--- src/rtl/fir_ctrl_pkg.sv ---
// +----------------------------------------------------------------------+
// | fir_ctrl_pkg : shared types and defaults for the FIR coefficient     |
// |                load sequencer.                                       |
// | Rev 1.0                                                              |
// +----------------------------------------------------------------------+
`default_nettype none

package fir_ctrl_pkg;

  localparam int NUM_COEFFS  = 4;
  localparam int CNUM_W      = 2;
  localparam int ACK_TIMEOUT = 16;

  typedef enum logic [2:0] {
    S_IDLE      = 3'd0,
    S_WAIT_IDLE = 3'd1,
    S_ISSUE     = 3'd2,
    S_WAIT_HI   = 3'd3,
    S_WAIT_LO   = 3'd4,
    S_CLEAR     = 3'd5
  } fir_load_state_t;

endpackage

`default_nettype wire

--- src/rtl/ack_timer.sv ---
// +----------------------------------------------------------------------+
// | ack_timer : clearable up-counter that flags the cycle on which it    |
// |             reaches ACK_TIMEOUT, then rolls over to zero.            |
// | Rev 1.0                                                              |
// +----------------------------------------------------------------------+
`default_nettype none

module ack_timer #(
  parameter int ACK_TIMEOUT = 16
) (
  input  logic clk,
  input  logic rst,
  input  logic clr_i,
  input  logic en_i,
  output logic hit_o
);

  localparam int            W    = $clog2(ACK_TIMEOUT + 1);
  localparam logic [W-1:0]  LAST = W'(ACK_TIMEOUT - 1);

  logic [W-1:0] cnt_q;

  // The increment that would reach ACK_TIMEOUT is the expiry cycle.
  assign hit_o = en_i && (cnt_q == LAST);

  always_ff @(posedge clk or posedge rst) begin
    if (rst) begin
      cnt_q <= '0;
    end else if (clr_i || hit_o) begin
      cnt_q <= '0;
    end else if (en_i) begin
      cnt_q <= cnt_q + 1'b1;
    end
  end

endmodule

`default_nettype wire

--- src/rtl/fir_coeff_load_ctrl.sv ---
// +----------------------------------------------------------------------+
// | fir_coeff_load_ctrl : walks all FIR taps through a modwait-handshaked|
// |                       load sequence and arbitrates incoming samples. |
// | Rev 1.0                                                              |
// +----------------------------------------------------------------------+
`default_nettype none

module fir_coeff_load_ctrl #(
  parameter int NUM_COEFFS  = fir_ctrl_pkg::NUM_COEFFS,
  parameter int CNUM_W      = fir_ctrl_pkg::CNUM_W,
  parameter int ACK_TIMEOUT = fir_ctrl_pkg::ACK_TIMEOUT
) (
  input  logic              clk,
  input  logic              rst,
  input  logic              new_coeff_set,
  input  logic              data_ready_in,
  input  logic              modwait,
  output logic [CNUM_W-1:0] coeff_num,
  output logic              load_coeff,
  output logic              data_ready_out,
  output logic              clear_new_coeff,
  output logic              busy,
  output logic              load_err
);

  import fir_ctrl_pkg::*;

  localparam logic [CNUM_W-1:0] LAST_TAP = CNUM_W'(NUM_COEFFS - 1);

  fir_load_state_t   state_q, state_d;
  logic [CNUM_W-1:0] coeff_num_q, coeff_num_d;
  logic              load_err_q, load_err_d;
  logic              pend_q, pend_d;
  logic              guard_q, guard_d;
  logic              dro_q, dro_d;
  logic              load_q, clear_q, busy_q;
  logic              tmr_clr, tmr_en, tmr_hit;

  ack_timer #(
    .ACK_TIMEOUT (ACK_TIMEOUT)
  ) u_ack_timer (
    .clk   (clk),
    .rst   (rst),
    .clr_i (tmr_clr),
    .en_i  (tmr_en),
    .hit_o (tmr_hit)
  );

  assign tmr_en = (state_q == S_WAIT_HI) || (state_q == S_WAIT_LO);

  always_comb begin
    state_d     = state_q;
    coeff_num_d = coeff_num_q;
    load_err_d  = load_err_q;
    tmr_clr     = 1'b0;

    case (state_q)
      S_IDLE: begin
        // guard_q masks the slave's stale new_coeff_set right after CLEAR
        if (new_coeff_set && !guard_q) begin
          if (modwait) begin
            state_d = S_WAIT_IDLE;
          end else begin
            state_d     = S_ISSUE;
            coeff_num_d = '0;
            load_err_d  = 1'b0;
          end
        end
      end
      S_WAIT_IDLE: begin
        if (!modwait) begin
          state_d     = S_ISSUE;
          coeff_num_d = '0;
          load_err_d  = 1'b0;
        end
      end
      S_ISSUE: begin
        state_d = S_WAIT_HI;
        tmr_clr = 1'b1;
      end
      S_WAIT_HI: begin
        if (modwait) begin
          state_d = S_WAIT_LO;
          tmr_clr = 1'b1;
        end else if (tmr_hit) begin
          load_err_d = 1'b1;
          state_d    = S_CLEAR;
        end
      end
      S_WAIT_LO: begin
        if (!modwait) begin
          if (coeff_num_q == LAST_TAP) begin
            state_d = S_CLEAR;
          end else begin
            coeff_num_d = coeff_num_q + 1'b1;
            state_d     = S_ISSUE;
          end
        end else if (tmr_hit) begin
          load_err_d = 1'b1;
          state_d    = S_CLEAR;
        end
      end
      S_CLEAR: begin
        state_d     = S_IDLE;
        coeff_num_d = '0;
      end
      default: begin
        state_d = S_IDLE;
      end
    endcase

    // A sample is consumed once the FIR goes busy while it is offered.
    pend_d  = data_ready_in || (pend_q && !(dro_q && modwait));
    guard_d = (state_q == S_CLEAR);
    dro_d   = pend_d && (state_d == S_IDLE) && !guard_d;
  end

  always_ff @(posedge clk or posedge rst) begin
    if (rst) begin
      state_q     <= S_IDLE;
      coeff_num_q <= '0;
      load_err_q  <= 1'b0;
      pend_q      <= 1'b0;
      guard_q     <= 1'b0;
      dro_q       <= 1'b0;
      load_q      <= 1'b0;
      clear_q     <= 1'b0;
      busy_q      <= 1'b0;
    end else begin
      state_q     <= state_d;
      coeff_num_q <= coeff_num_d;
      load_err_q  <= load_err_d;
      pend_q      <= pend_d;
      guard_q     <= guard_d;
      dro_q       <= dro_d;
      load_q      <= (state_d == S_ISSUE);
      clear_q     <= (state_d == S_CLEAR);
      busy_q      <= (state_d != S_IDLE);
    end
  end

  assign coeff_num       = coeff_num_q;
  assign load_coeff      = load_q;
  assign data_ready_out  = dro_q;
  assign clear_new_coeff = clear_q;
  assign busy            = busy_q;
  assign load_err        = load_err_q;

endmodule

`default_nettype wire
--- config.mk ---
export PLATFORM = sky130hd
export DESIGN_NAME = fir_coeff_load_ctrl
export DESIGN_NICKNAME = d
export VERILOG_FILES = /design/src/rtl/fir_ctrl_pkg.sv /design/src/rtl/ack_timer.sv /design/src/rtl/fir_coeff_load_ctrl.sv
export SDC_FILE = /design/constraint.sdc
export NUM_CORES = 1
export LEC_CHECK = 0
export ABC_CLOCK_PERIOD_IN_PS = 5400
export CAP_MARGIN = 20
export CORE_UTILIZATION = 45
export CTS_BUF_LIST = sky130_fd_sc_hd__clkbuf_4 sky130_fd_sc_hd__clkbuf_8
export CTS_CLUSTER_DIAMETER = 120
export CTS_CLUSTER_SIZE = 8
export DETAILED_ROUTE_END_ITERATION = 6
export PLACE_DENSITY = 0.66
export SETUP_SLACK_MARGIN = 0.5
export SYNTH_ARGS = -nofsm -noshare
export SYNTH_HDL_FRONTEND = slang
export SYNTH_HIERARCHICAL = 1
export SYNTH_SLANG_ARGS = --single-unit
--- constraint.sdc ---
create_clock -name clk -period 5.4 [get_ports clk]
set_input_delay 0.54 -clock clk [delete_from_list [all_inputs] [get_ports clk]]
set_output_delay 0.54 -clock clk [all_outputs]
set_load 0.01 [all_outputs]
* After elaboration in Yosys (flattened, before gate mapping) *
Index checks and enable logic that the tools add are counted.

word-level totals
  output and inout bits = 7
  flip-flop bits (word level) = 17

operators by class
  equal/unequal tests = 14
  muxes and demuxes = 23
  add/sub/neg operators = 2
  reduce and logical (&&, ||, !) cells = 20

operators with widths
  operator                                                          number
  3-bit 2-to-1 mux                                                  6
  3-bit case mux with 5 select lines                                1
  2-bit 2-to-1 mux                                                  5
  5-bit 2-to-1 mux                                                  2
  2-bit inequality test (second input constant)                     5
  3-bit by 2-bit == test with 1-bit output (second input constant)  3
  3-bit == test (second input constant)                             3
  2-bit case mux with 4 select lines                                1
  4-bit AND reduction                                               2
  4-bit nonzero test                                                2
  1-bit logical AND                                                 6
  3-bit logical NOT                                                 2
  1-bit 2-to-1 mux                                                  6
  5-bit by 1-bit adder with 5-bit output (second input constant)    1
  5-bit by 4-bit == test with 1-bit output (second input constant)  1
  1-bit case mux with 4 select lines                                1
  3-bit by 1-bit == test with 1-bit output (second input constant)  1
  1-bit logical NOT                                                 3
  1-bit logical OR                                                  3
  3-bit nonzero test                                                1
  2-bit by 1-bit adder with 2-bit output (second input constant)    1
  2-bit == test (second input constant)                             1
  1-bit case mux with 2 select lines                                1
  2-bit nonzero test                                                1

* Logic depth before layout (Yosys ltp) *
Gate-level depths: netlist of the first run.

  depth in word-level cells = 9
  mapped depth = 10

* By module *
The synthesis of the first run kept the hierarchy.

modules (own cells, without submodules)
  module               seq. area each (um^2)  area an instance (um^2)  instances  cells an instance
  fir_coeff_load_ctrl  300.3                  689.4                    1          71
  ack_timer            125.1                  290.3                    1          30

* Worst setup path after synthesis of the first run *
OpenSTA, ideal clock, no wires.

  path kind = register -> register
  from = reg u_ack_timer.cnt_q[0]
  to = reg clear_q, in the netlist clear_new_coeff
  path slack = 3.483 ns
  cell stages (with the launch flop) = 9
  arrival = 1.798 ns
  clock period less this slack = 1.917 ns
  cells stage by stage = dfrtp_1 ha_1 and3_1 ha_1 and2_1 and2_1 o211ai_1 o211ai_2 and2_1

between the ends
  cells in the longest elaborated chain, start to end = 6
  elaborated cells between the ends (all ways) = 7

RTL lines
  what                                          line                                                  RTL
  from (decl)                                   ack_timer.sv:21                                       logic [W-1:0] cnt_q;
  from (signal assigned)                        ack_timer.sv:32                                       cnt_q <= cnt_q + 1'b1;
  5-bit by 4-bit == test with 1-bit output (*)  ack_timer.sv:24                                       assign hit_o = en_i && (cnt_q == LAST);
  1-bit logical AND (*)                         ack_timer.sv:24
  net tmr_hit                                   fir_coeff_load_ctrl.sv:37                             logic tmr_clr, tmr_en, tmr_hit;
  3-bit 2-to-1 mux (*)                          fir_coeff_load_ctrl.sv:85, fir_coeff_load_ctrl.sv:98
  3-bit 2-to-1 mux (on tied branches)           fir_coeff_load_ctrl.sv:91, fir_coeff_load_ctrl.sv:82
  3-bit case mux with 5 select lines (*)        fir_coeff_load_ctrl.sv:57                             case (state_q)
  net state_d[0]                                fir_coeff_load_ctrl.sv:30                             fir_load_state_t state_q, state_d;
  3-bit == test (*)                             fir_coeff_load_ctrl.sv:137                            clear_q <= (state_d == S_CLEAR);
  to (signal assigned)                          fir_coeff_load_ctrl.sv:137
  to (decl)                                     fir_coeff_load_ctrl.sv:36                             logic load_q, clear_q, busy_q;

Mark *: on every way through the listed nets, which the timed path passes. The rest lies on a longest branch.
A chain may end at the register's enable or synchronous reset.

* Worst setup path after layout of the first run *
  from = reg state_q[2]
  to = reg clear_q, in the netlist clear_new_coeff

between the ends
  cells in the longest elaborated chain, start to end = 7
  elaborated cells between the ends (all ways) = 14

RTL lines
  what                                                                              line                                                  RTL
  from (decl)                                                                       fir_coeff_load_ctrl.sv:30
  from (signal assigned)                                                            fir_coeff_load_ctrl.sv:130                            state_q <= state_d;
  3-bit by 2-bit == test with 1-bit output / 3-bit == test (equally long branches)  fir_coeff_load_ctrl.sv:49                             assign tmr_en = (state_q == S_WAIT_HI) || (state_q == S_WAIT_LO);
  1-bit logical OR (*)                                                              fir_coeff_load_ctrl.sv:49
  net tmr_en                                                                        fir_coeff_load_ctrl.sv:37
  1-bit logical AND (*)                                                             ack_timer.sv:24
  net tmr_hit                                                                       fir_coeff_load_ctrl.sv:37
  3-bit 2-to-1 mux (*)                                                              fir_coeff_load_ctrl.sv:85, fir_coeff_load_ctrl.sv:98
  3-bit 2-to-1 mux (on tied branches)                                               fir_coeff_load_ctrl.sv:91, fir_coeff_load_ctrl.sv:82
  3-bit case mux with 5 select lines (*)                                            fir_coeff_load_ctrl.sv:57
  net state_d[0]                                                                    fir_coeff_load_ctrl.sv:30
  3-bit == test (*)                                                                 fir_coeff_load_ctrl.sv:137

Marks and branches as above.

==> results.md, run 1 <==
* Status: finished clean
* Pleak at 0.496 nW
* Power consumption at 475 uW
* Crit share post-route at 45.7%
* Postcts setup bufs at 0
* R2R depth at 8
* GP Congestion at 0.833
* Power per standard cell area at 426 mW/mm2
* Achievable Freq at 406 MHz
* Post_cts resized at 0
* CTS tree: done
* Mux cell area share after synthesis at 3.32%
* XOR/XNOR share of the synthesized area at 0.894%
* First-pass GRT wire length at 3.33 mm
* Internal power at 283 uW
* Leading area contributor after synthesis: dfrtp_1
* Via count at 763
* Die area at 0.00237 mm2
* Cells after Synth at 101
* Worst r2r src: state_q[2]$_DFF_PP0_
* CTS Buf Count at 3
* Drt wl/cell at 14.2 um
* Max clock buf depth at 2
* Clock power share at 14.2%
* Fin. max-slew vios at 0
* Antenna-violating nets left at 0
* H-tree levels at 1
* Synth Net Count at 110
* Worst reg2reg endpoint: clear_new_coeff$_DFF_PP0_
* Worst Hold Class: input pin to asynchronous set/reset pin
* Area Overhead vs Synth at 13.8%
* Post-synth EDFFs at 0
* Die width at 48.7 um
* Count of cell types in the netlist at 38
* Synth top area share at 43.4%
* Worst Path Max Fanout at 15
* Synth Area in Adders at 5.11%
* Hpwl dp at 1.50 mm
* Fraction of the mapped netlist area in compound gates at 17.0%
* Reg2Reg Setup Slack at 2.93 ns
* Synth top area cells: dfrtp_1 (43%), ha_1 (5.1%), a21oi_1 (4.1%)
* Hold Vio Cnt, Final at 0
* Comb pwr share at 40.4%
* Final setup fails at 0
* IO Pins at 12
* Switching power at 193 uW
* Clk_lat worst skew at 0.29 ns
* Chip height at 48.7 um
* Synth warnings at 6
* RSZ-0062 raised after global routing: false
* Drt first pass iters at 4
* Largest net degree at the start of global routing at 18
* Max-cap violations at 0
* Rel. slew slack at 41.3%
* Startpoint class of the critical path: flop
* Post-Route WL at 1.96 mm
* GRT Resource Usage Total at 18.9%
* Final WS setup at 2.93 ns
* Initial antenna violation count at 0
* Sequential-to-total area share from yosys stat at 43.4%
* Setup TNS at 0 ns
* DR DRC count at 0
* DR vias/cell at 5.53
* Synth Flop Type: dfrtp_1
* Vias in the first global route at 762
* PortBufs at 11
* FP Rows at 16
* Layout cells sized above 1 at 9.01%
* Sw Ratio at 40.5%
* Gr ovfl total at 0
* Clock transition at path regs at 0.10 ns
* Pre-CTS setup slack at 2.97 ns
* Syn Area/Cell at 9.70 um2
* Async S/R FF share, synth at 100%
* Largest family of logic cells by synthesized area: simple AND/OR/NAND/NOR gates
* Crit path kind: flop to flop
* Crit path DAT at 2.66 ns
* Max IR drop VDD at 0.283 mV
* Simple-Gate Fraction of Synth Area at 24.3%
* Crit path capture type: flop
* Req. time, crit path at 5.59 ns
* DRT iter0 DRCs at 6
* Seq pwr share at 45.4%
* Final Critical Period at 2.47 ns
* Final core occ at 55.7%
* CTS sink cnt at 17
* Starting Density at 48.9%
* Final #Nets at 121
* Actual slew at the worst max-slew pin at 0.871 ns
* Crit. Startpoint: state_q[2]$_DFF_PP0_
* Core Area at 0.00200 mm2
* Clk root buf: clkbuf_4
* Synthesized cell area at 980 um2
* Cts hold-fix bufs at 0
* FF+latch count, synth at 17
* Final Skew at 0.00418 ns
* Ant diodes at 0
-- how the worst max path moves through the flow --
stage	endpoint
after global placement	clear_new_coeff$_DFF_PP0_
after CTS	clear_new_coeff$_DFF_PP0_
after detailed placement	clear_new_coeff$_DFF_PP0_
after global routing	clear_new_coeff$_DFF_PP0_
final	clear_new_coeff$_DFF_PP0_
after floorplan	clear_new_coeff$_DFF_PP0_
-- logic make-up (layout without fill, tap and decap cells) --
| logic type | Yosys count | after routing |
|---|---|---|
| AOI/OAI and AO/OA | 25 | 25 |
| xor gates and xnor gates | 1 | 1 |
| DFF | 17 | 17 |
| adders and majority gates | 4 | 4 |
| and+or+nand+nor | 40 | 40 |
| buffers and inverters | 11 | 21 |
| muxes | 3 | 3 |
-- power groups by stage --
stage	clock [mW]	sequential, mW	combinational, mW
6_report	0.0677	0.216	0.192
5_1_grt	0.0778	0.224	0.216
4_1_cts	0.0715	0.215	0.194
3_5_place_dp	0	0.218	0.193
3_3_place_gp	0	0.216	0.188
2_1_floorplan	0	0.189	0.173
-- layer usage --
layer	up-vias	global-route usage, %	wire length, um
met3	5	4.72	60
li1	373	-	-
met1	370	21.4	861
met4	0	8.33	31
met5	-	0	0
met2	15	33.3	1000
-- through the flow --
stage / area, um2 / hold WS, ns / instances
6_report: 1110 / 0.475 / 138
3_3_place_gp: 1090 / 0.449 / 134
5_1_grt: 1110 / 0.498 / 138
3_5_place_dp: 1090 / 0.505 / 134
2_1_floorplan: 980 / 0.319 / 101
4_1_cts: 1110 / 0.475 / 138
-- Yosys cell counts, types with 2 or more instances --
cell type	count
nand2_1	7
nor3b_1	3
ha_1	4
o21ai_0	5
nor2_1	7
nand2b_1	3
dfrtp_1	17
nand4_1	3
a21oi_1	8
o211ai_1	2
nand3b_1	2
mux2_1	2
buf_2	2
buf_4	2
o21ai_1	2
nor2b_1	2
and2b_1	2
inv_1	5
and2_1	4
-- layout by cell type, fill, tap and decap left out, types with 2 or more instances in the layout --
| master | count |
|---|---|
| dfrtp_1 | 17 |
| clkdlybuf4s50_1 | 11 |
| a21oi_1 | 8 |
| nand2_1 | 7 |
| nor2_1 | 7 |
| o21ai_0 | 5 |
| inv_1 | 5 |
| and2_1 | 4 |
| ha_1 | 4 |
| nand2b_1 | 3 |
| nand4_1 | 3 |
| nor3b_1 | 3 |
| clkbuf_4 | 3 |
| o21ai_1 | 2 |
| nor2b_1 | 2 |
| mux2_1 | 2 |
| and2b_1 | 2 |
| o211ai_1 | 2 |
| nand3b_1 | 2 |
-- worst max-delay path, cell delays in order (launching register included) --
cell and delay [ns]:
dfrtp_1 0.62, and2b_1 0.28, nand2_1 0.07, o21ai_0 0.32, and2_1 0.35, and2_1 0.17
o211ai_1 0.18, o211ai_2 0.17, and2_1 0.20
-- layout make-up --
class                   instances  area (um2)
clock buffers                   3        22.5
clock inverters                 1        5.00
fillers                       189         887
inverters                       6        22.5
multi-input cells              73         495
flip-flops and latches         17         425
well taps                      27        33.8
repair buffers                 11         110
-- sequential cells by signal, indices dropped and copies added, names as in the netlist --
register and count:
guard_q 1, clear_new_coeff 1, pend_q 1, load_err 1, busy 1, u_ack_timer/cnt_q 5
state_q 3, data_ready_out 1, load_coeff 1, coeff_num 2
Note: power is estimated with default switching activity, not from simulation.
==> inputs of run 2 (changes only) <==
--- a/config.mk
+++ b/config.mk
@@ -5,14 +5,14 @@
 export SDC_FILE = /design/constraint.sdc
 export NUM_CORES = 1
 export LEC_CHECK = 0
-export ABC_CLOCK_PERIOD_IN_PS = 5400
+export ABC_CLOCK_PERIOD_IN_PS = 2200
 export CAP_MARGIN = 20
 export CORE_UTILIZATION = 45
 export CTS_BUF_LIST = sky130_fd_sc_hd__clkbuf_4 sky130_fd_sc_hd__clkbuf_8
 export CTS_CLUSTER_DIAMETER = 120
 export CTS_CLUSTER_SIZE = 8
 export DETAILED_ROUTE_END_ITERATION = 6
-export PLACE_DENSITY = 0.66
+export PLACE_DENSITY = 0.68
 export SETUP_SLACK_MARGIN = 0.5
 export SYNTH_ARGS = -nofsm -noshare
 export SYNTH_HDL_FRONTEND = slang
==> constraint.sdc (replaced) <==
create_clock -name clk -period 2.2 [get_ports clk]
set_input_delay 0.22 -clock clk [delete_from_list [all_inputs] [get_ports clk]]
set_output_delay 0.22 -clock clk [all_outputs]
set_load 0.01 [all_outputs]
==> run 2 against run 1 <==
Compared with the run above:
- non-clock buffer count is 11 higher
- sequential power is 110% higher
- register-to-register slack lost 2.6 ns
- global-route usage decreased by 0.63 points
- final cell count grew 8.0%
- critical path depth stayed put
- first-iteration DRC count rose by 67%
- flip-flop and latch count did not move
- worst setup slack lost 2.6 ns
- utilization rose by 6.1 points
- critical path type unchanged
- largest power group is now combinational cells
==> results.md, run 2 (synthesized netlist as in run 1, its figures left out) <==
* Status: finished clean
* Reg2Reg Setup Slack at 0.38 ns
* Actual slew at the worst max-slew pin at 0.617 ns
* Crit path DAT at 2.02 ns
* Rel. slew slack at 58.5%
* R2R depth at 8
* DR DRC count at 0
* Worst r2r src: u_ack_timer/cnt_q[0]$_DFFE_PP0P_
* Die area at 0.00237 mm2
* Final #Nets at 132
* Final Critical Period at 1.82 ns
* Setup TNS at 0 ns
* Slowest stage delay, CP at 0.40 ns
* Chip height at 48.7 um
* Register area at 425 um2
* Crit share post-route at 82.9%
* Crit path capture type: flop
* Worst path most repeated cell: and2_4
* PortBufs at 11
* Pleak at 0.556 nW
* Area Overhead vs Synth at 26.3%
* Most frequent cells in the layout: dfrtp_1 (17), clkdlybuf4s50_1 (11), buf_4 (11)
* Achievable Freq at 548 MHz
* Worst Path Max Fanout at 5
* Post-Route WL at 1.98 mm
* DRT iter0 DRCs at 10
* Max IR drop VDD at 0.548 mV
* Worst Hold Class: input pin to asynchronous set/reset pin
* Die width at 48.7 um
* Cts hold-fix bufs at 0
* Largest net degree at the start of global routing at 16
* Final core occ at 61.8%
* First-pass GRT wire length at 3.26 mm
* Starting Density at 48.9%
* IO Pins at 12
* Fin. max-slew vios at 0
* Commonest non-fill, non-tap cell in the layout: dfrtp_1
* Max FFs per register at 5
* Vias in the first global route at 759
* Gr ovfl total at 0
* Largest Register: u_ack_timer/cnt_q
* GRT Resource Usage Total at 18.3%
* Cell Chain, Critical Path: ha_2 > and3_4 > ha_4 > and2_4 > and2_4 > o211ai_1 > o211ai_2 > a21o_1
* FP Rows at 16
* Pre-CTS setup slack at 0.265 ns
* Via count at 781
* Clock transition at path regs at 0.10 ns
* Fill count at 174
* Layout cells sized above 1 at 23.8%
* Area after DPL at 0.00114 mm2
* Drt wl/cell at 13.3 um
* CTS tree: done
* Final WS setup at 0.376 ns
* Hold Vio Cnt, Final at 0
* RSZ-0062 raised after global routing: true
* Core Area at 0.00200 mm2
* DR vias/cell at 5.24
* Initial antenna violation count at 0
* Ant diodes at 0
* Drt first pass iters at 4
* Final Skew at 0.00284 ns
* Clk_lat worst skew at 0.29 ns
* H-tree levels at 1
* Footprint of the multi-input gates at 533 um2
* Startpoint class of the critical path: flop
* Final setup fails at 0
* Power per standard cell area at 1040 mW/mm2
* Max clock buf depth at 2
* Hpwl dp at 1.38 mm
* Worst reg2reg endpoint: busy$_DFF_PP0_
* Req. time, crit path at 2.39 ns
* Hold slack at 0.142 ns
* CTS sink cnt at 17
* GP Congestion at 0.830
* Critical Path Slowest Stage Cell: dfrtp_1
* Clk root buf: clkbuf_4
* Crit path kind: flop to flop
* Max-cap violations at 0
* Antenna-violating nets left at 0
* CTS Buf Count at 3
* Fin area at 0.00124 mm2
run 2: cell count changes in the layout (fill, tap and decap cells not counted), sizes merged:
| cell | before | now |
|---|---|---|
| buf | 0 | 11 |
| clkbuf | 3 | 4 |
| clkinv | 1 | 0 |
run 2: stage by stage:
| step | power, mW | cells |
|---|---|---|
| floorplan | 0.892 | 101 |
| global placement | 1.05 | 138 |
| detailed placement | 1.06 | 138 |
| CTS | 1.27 | 146 |
| global route | 1.38 | 149 |
| finish | 1.29 | 149 |
run 2: layout make-up:
cell class                 count  area share [%]
clock buffer                   4            2.43
timing repair buffer          22            15.6
multi-input combinational     73            43.1
inverter                       6            1.82
tap                           27            2.73
sequential                    17            34.4
run 2: per-layer routing:
metal | up-vias | wire length (um) | track usage (%)
li1 | 394 | - | -
met1 | 371 | 879 | 21.1
met2 | 12 | 1020 | 32.4
met3 | 4 | 43 | 2.20
met4 | 0 | 33 | 10.3
met5 | - | 0 | 0
run 2: worst max-delay path by stage:
stage,start,to,slack [ns],depth (start not counted)
floorplan,u_ack_timer/cnt_q[1]$_DFFE_PP0P_,busy$_DFF_PP0_,0.39,8
global placement,u_ack_timer/cnt_q[0]$_DFFE_PP0P_,busy$_DFF_PP0_,0.32,8
detailed placement,u_ack_timer/cnt_q[0]$_DFFE_PP0P_,busy$_DFF_PP0_,0.26,8
CTS,u_ack_timer/cnt_q[0]$_DFFE_PP0P_,busy$_DFF_PP0_,0.36,8
global route,u_ack_timer/cnt_q[0]$_DFFE_PP0P_,busy$_DFF_PP0_,0.27,8
finish,u_ack_timer/cnt_q[0]$_DFFE_PP0P_,busy$_DFF_PP0_,0.38,8
run 2: power breakdown:
part | switching, mW | internal [mW]
clock | 0.0968 | 0.0829
combinational | 0.346 | 0.320
sequential | 0.0512 | 0.393
total | 0.494 | 0.796
run 2: worst max-delay path: cells and delay by family, from the launching register on:
kind                       cells  cell delay [ns]
DFF                            1             0.40
AOI/OAI and AO/OA              3             0.51
and+or+nand+nor                3             0.47
adders and majority gates      2             0.34
run 2: timing repair:
item                                    CTS  global route
gates resized for setup                   1             4
pin swaps                                 4             1
endpoints found under the setup margin    5             8
setup buffers                             4             3
